`src/rtl/dm_abstractcmd_ctrl.sv`:
```
// Abstract-command sequencer: latches the command, runs the go/going/done handshake with the
// halted hart, and maintains abstractcs.busy and the sticky cmderr field.
module dm_abstractcmd_ctrl #(
    parameter int unsigned CMDERR_W = 3
) (
    input  logic                clk_i,
    input  logic                rst_i,
    input  logic                dmactive_i,
    input  logic                cmd_wr_i,
    input  logic [31:0]         cmd_wdata_i,
    input  logic                autoexec_i,
    input  logic                data_access_i,
    input  logic [CMDERR_W-1:0] cmderr_clr_i,
    input  logic                unsupported_command_i,
    input  logic                hart_halted_i,
    input  logic                hart_going_i,
    input  logic                hart_done_i,
    input  logic                hart_exception_i,
    output logic [31:0]         cmd_o,
    output logic                go_o,
    output logic                busy_o,
    output logic [CMDERR_W-1:0] cmderr_o
);

    typedef enum logic [1:0] {StIdle, StCheck, StGo, StExec} state_e;

    localparam logic [CMDERR_W-1:0] ErrNone       = CMDERR_W'(0);
    localparam logic [CMDERR_W-1:0] ErrBusy       = CMDERR_W'(1);
    localparam logic [CMDERR_W-1:0] ErrNotSup     = CMDERR_W'(2);
    localparam logic [CMDERR_W-1:0] ErrException  = CMDERR_W'(3);
    localparam logic [CMDERR_W-1:0] ErrHaltResume = CMDERR_W'(4);

    state_e                state_q, state_d;
    logic [31:0]           cmd_q, cmd_d;
    logic                  go_q, go_d;
    logic [CMDERR_W-1:0]   cmderr_q, cmderr_d;
    logic [CMDERR_W-1:0]   fsm_err;
    logic [CMDERR_W-1:0]   err_evt;
    logic                  busy_viol;
    logic                  start_ok;

    assign start_ok  = (cmderr_q == ErrNone);
    assign busy_viol = (state_q != StIdle) & (cmd_wr_i | autoexec_i | data_access_i);

    // State register
    always_ff @(posedge clk_i or posedge rst_i) begin
        if (rst_i) begin
            state_q <= StIdle;
        end else begin
            state_q <= state_d;
        end
    end

    // Next-state logic; fsm_err carries the error raised by the transition taken
    always_comb begin
        state_d = state_q;
        fsm_err = ErrNone;
        unique case (state_q)
            StIdle: begin
                if ((cmd_wr_i || autoexec_i) && start_ok) begin
                    state_d = StCheck;
                end
            end
            StCheck: begin
                if (unsupported_command_i) begin
                    fsm_err = ErrNotSup;
                    state_d = StIdle;
                end else if (!hart_halted_i) begin
                    fsm_err = ErrHaltResume;
                    state_d = StIdle;
                end else begin
                    state_d = StGo;
                end
            end
            StGo: begin
                if (!hart_halted_i) begin
                    fsm_err = ErrHaltResume;
                    state_d = StIdle;
                end else if (hart_going_i) begin
                    state_d = StExec;
                end
            end
            StExec: begin
                if (hart_exception_i) begin
                    fsm_err = ErrException;
                    state_d = StIdle;
                end else if (!hart_halted_i) begin
                    fsm_err = ErrHaltResume;
                    state_d = StIdle;
                end else if (hart_done_i) begin
                    state_d = StIdle;
                end
            end
            default: state_d = StIdle;
        endcase
        if (!dmactive_i) begin
            state_d = StIdle;
            fsm_err = ErrNone;
        end
    end

    // Output / datapath next values
    always_comb begin
        cmd_d    = cmd_q;
        cmderr_d = cmderr_q;
        err_evt  = ErrNone;
        if (state_q == StIdle && cmd_wr_i && start_ok) begin
            cmd_d = cmd_wdata_i;
        end
        if (fsm_err != ErrNone) begin
            err_evt = fsm_err;
        end else if (busy_viol) begin
            err_evt = ErrBusy;
        end
        // Any error event masks the W1C clear; only the first error code is kept
        if (err_evt != ErrNone) begin
            cmderr_d = start_ok ? err_evt : cmderr_q;
        end else begin
            cmderr_d = cmderr_q & ~cmderr_clr_i;
        end
        go_d = (state_d == StGo);
        if (!dmactive_i) begin
            cmd_d    = '0;
            cmderr_d = ErrNone;
            go_d     = 1'b0;
        end
    end

    always_ff @(posedge clk_i or posedge rst_i) begin
        if (rst_i) begin
            cmd_q    <= '0;
            go_q     <= 1'b0;
            cmderr_q <= ErrNone;
        end else begin
            cmd_q    <= cmd_d;
            go_q     <= go_d;
            cmderr_q <= cmderr_d;
        end
    end

    assign cmd_o    = cmd_q;
    assign go_o     = go_q;
    assign busy_o   = (state_q != StIdle);
    assign cmderr_o = cmderr_q;

endmodule

```
`config.mk`:
```
export PLATFORM = sky130hd
export DESIGN_NAME = dm_abstractcmd_ctrl
export DESIGN_NICKNAME = d
export VERILOG_FILES = /design/src/rtl/dm_abstractcmd_ctrl.sv
export SDC_FILE = /design/constraint.sdc
export NUM_CORES = 1
export LEC_CHECK = 0
export BUFFER_PORTS_ARGS = -buffer_cell sky130_fd_sc_hd__buf_2
export CAP_MARGIN = 10
export CORE_MARGIN = 4
export CORE_UTILIZATION = 50
export DETAILED_ROUTE_END_ITERATION = 16
export GPL_TIMING_DRIVEN = 0
export PLACE_DENSITY = 0.9
export SYNTH_ARGS = -nofsm -noshare
export SYNTH_HDL_FRONTEND = slang
export SYNTH_SLANG_ARGS = --single-unit
```
`constraint.sdc`:
```
create_clock -name clk_i -period 2.2 [get_ports clk_i]
set_input_delay 0.22 -clock clk_i [delete_from_list [all_inputs] [get_ports clk_i]]
set_output_delay 0.22 -clock clk_i [all_outputs]
set_load 0.02 [all_outputs]
```
==> metrics.log <==
INFO  metric synth_edf_count = 0
INFO  metric fp.dieH = 67.7 µm
INFO  metric ctsLongestPathBuffers = 2
INFO  metric flops_latches_synth = 38
INFO  metric final.period_utilization = 74.5%
INFO  metric worstSetupEndpointType = register
INFO  metric number_of_nets_in_the_layout = around 320
INFO  metric power.internal = between 1 and 1.5 mW
INFO  metric final_util = 68.7%
INFO  metric synth_area = between 1500 and 2000 µm²
INFO  metric number_of_antenna_violations_at_the_first_check_in_global_routing = 0
INFO  metric startpoint_type = register
INFO  metric finalSetupTns = 0 ns
INFO  metric grt-ovfl-total = 0
INFO  metric cts.reportedPaths.clkPinSlew = 0.11 ns
INFO  metric cts_post_setup_buffers_inserted = 0
INFO  metric synthCells = around 190
INFO  metric hpwlAfterDp = about 3000 µm
INFO  metric cts_root_buffer = clkbuf_4
INFO  metric dr_total_vias = 1,593
INFO  metric worst_ir_drop_vdd = 0.000355 V
INFO  metric rsz0062_at_grt = false
INFO  metric drt_first_iter_violations = between 70 and 80
INFO  metric num_rows = 21
INFO  metric io_buffers = 82
INFO  metric area.growth.synth_to_final = 30.4%
INFO  metric switching_power = 662 µW
INFO  metric synth.net_count = 234
INFO  metric status = complete, no violations
INFO  metric placed_cell_area = 2250 µm²
INFO  metric timing.critical_path.slowest_cell_delay = 0.43 ns
INFO  metric first_global_vias = 1,463
INFO  metric tritoncts.num_buffers = 5
INFO  metric multi_input_comb_area = 749 µm²
INFO  metric hold_ws = 0.0220 ns
INFO  metric finalWeightedCongestion = 0.790
INFO  metric synthDominantAreaCellType = dfrtp_1
INFO  metric post-route-min-period = 1.64 ns
INFO  metric critical_path_peak_fanout = 10
INFO  metric worstReg2RegStart = cmderr_o[2]
INFO  metric drt-pass1-iter-count = 5
INFO  metric cts_num_sinks = 38
INFO  metric drv.max_cap_violation_count = 0
INFO  metric grt_first_pass_wirelength = 6530 µm
INFO  metric list_of_cells_traversed_by_the_critical_path = nor3_2 > nand3_1 > clkbuf_1 > nand2_1 > a21boi_1
INFO  metric power.share.clock = 23.5%
INFO  metric synth.most_common_cell = nand2_1
INFO  metric final-max-slew-violation-count = 0
INFO  metric setup.reg_to_reg.worst_slack = between 0.5 and 0.6 ns
INFO  metric busiest_layer = met2
INFO  metric placeableCoreArea = 3390 µm²
INFO  metric yosys-top-cells-count = nand2_1, dfrtp_1, a21boi_1
INFO  metric synthArstFlopShare = 100%
INFO  metric finalSetupViolCount = 0
INFO  metric seq_power_share = 43.3%
INFO  metric synth_top_area_share = 53.3%
INFO  metric synth.yosys.warnings = 0
INFO  metric clk-insertion-delay-late = 0.33 ns
INFO  metric grt_util_met2 = between 30% and 40%
INFO  metric met3_usage = 4.16%
INFO  metric total_power_divided_by_cell_area = 827 nW/µm²
INFO  metric grt_start_max_net_pins = 39
INFO  metric cp.required = around 2.4 ns
INFO  metric finalHoldViolations = 0
INFO  metric postCtsResizedCells = 0
INFO  metric route.detailed.drc = 0
INFO  metric synth.avg_cell_area = 9.49 µm²
INFO  metric switching_share = around 34%
INFO  metric worst_r2r_path_depth = 5
INFO  metric synth.area.top_cells = dfrtp_1, nand2_1, a21boi_1
INFO  metric criticalPathCategory = reg2reg
INFO  metric ys_dominant_reg_cell = dfrtp_1
INFO  metric cts_tree = yes
INFO  metric layout-drive-gt1-share = between 30% and 40%
INFO  metric worst_pin_slew = between 0.7 and 0.8 ns
INFO  metric cts-htree-levels = 2
INFO  metric num_io_pins = just over 80
INFO  metric finalInstanceArea = ~2300 µm²
INFO  metric max_slew_margin = 48.2%
INFO  metric critical-path-slowest-cell = dfrtp_1
INFO  metric distinct_cell_type_count_after_synthesis = 33
INFO  metric seq_area = 951 µm²
INFO  metric rr_endpoint = cmd_o[14]
INFO  metric worst_ep_arrival_time = 1.86 ns
INFO  metric class_of_the_tightest_hold_or_removal_check = in2async
INFO  metric leakage = about 1.2 nW
INFO  metric critical_path.startpoint = cmderr_o[2]
INFO  metric grtUsageTotal = a little under a fifth
INFO  metric avgRoutedWirePerCell = 12.7 µm
INFO  metric cts_hold_buffers = 0
INFO  metric antenna_cells = 0
INFO  metric number_of_fillers_in_the_final_layout = between 200 and 300
INFO  metric antenna_violating_nets_post_route = 0
INFO  metric fin_skew = 0.00471 ns
INFO  metric die_w = between 60 and 70 µm
INFO  metric vias_per_cell = slightly below 5
INFO  metric design.die.area = 4590 µm²
INFO  metric routed_wirelength = 4100 µm
INFO  metric yosysSeqAreaShare = a little over half
INFO  metric starting_density_of_the_core = around 53%
INFO  metric max_freq = 611 MHz
INFO  metric gr-usage-met1 = 23.8%
INFO  metric share_comb_of_total_power = 33.2%
## registers in the layout, summed over array words and instances (netlist names)
name      flops
go_o          1
state_q       2
cmderr_o      3
cmd_o        32
## cell families after synthesis
family	Yosys count	synth area share (%)
muxes	1	0.561
DFF	38	53.3
and+or+nand+nor	86	20.7
AOI/OAI and AO/OA	47	20.8
buffers and inverters	16	4.70
## layout by cell type, fill, tap and decap left out, types with 2 or more instances in the layout
cell      instances
dfrtp_1          38
inv_1             2
nor2_1            2
o21ai_0           2
clkbuf_1          9
or2_2             2
a21boi_1         33
nand3_1           2
nor2_2            2
nand2_1          68
nor3_1            3
buf_4             4
clkbuf_4          5
o22ai_1           2
buf_2            83
## area by class of cell
class / count / area share, %
repair buffers: 82 / 17.6
well taps: 46 / 2.47
clock buffers: 7 / 1.94
inverters: 3 / 0.484
plain buffers: 13 / 3.12
multi-input cells: 134 / 32.2
clock inverters: 1 / 1.29
flip-flops and latches: 38 / 40.9
## layer usage
metal | part of all wire, % | up-vias | wire [µm]
li1 | - | 800 | -
met1 | 43 | 734 | 1760
met2 | 48 | 54 | 1950
met3 | 7.9 | 5 | 324
met4 | 1.5 | 0 | 61
met5 | 0 | - | 0
## through the flow
step	cells	worst slack, ns	total power [mW]
floorplan	188	0.756	1.28
global placement	316	0.597	1.48
detailed placement	316	0.576	1.49
CTS	324	0.558	1.95
global route	324	0.352	2.06
finish	324	0.562	1.92
## critical path: cells and delay by family (launching register included)
kind,cells,cell delay [ns]
buffers and inverters,1,0.29
DFF,1,0.43
and+or+nand+nor,3,0.72
AOI/OAI and AO/OA,1,0.08
## power by group through the flow
stage	combinational, mW	sequential, mW	clock (mW)
after floorplan	0.327	0.951	0
after global placement	0.633	0.842	0
after detailed placement	0.645	0.846	0
after CTS	0.648	0.832	0.473
after global routing	0.710	0.842	0.504
final	0.638	0.833	0.453
## worst max path at each step
stage | to | slack (ns) | cells past startpoint
5_1_grt | cmd_o[19] | 0.35 | 5
6_report | cmd_o[14] | 0.56 | 5
3_3_place_gp | cmd_o[2] | 0.60 | 5
4_1_cts | cmd_o[14] | 0.56 | 5
3_5_place_dp | cmd_o[14] | 0.58 | 5
2_1_floorplan | cmd_o[0] | 0.76 | 6
(Power assumes the default switching activity.)
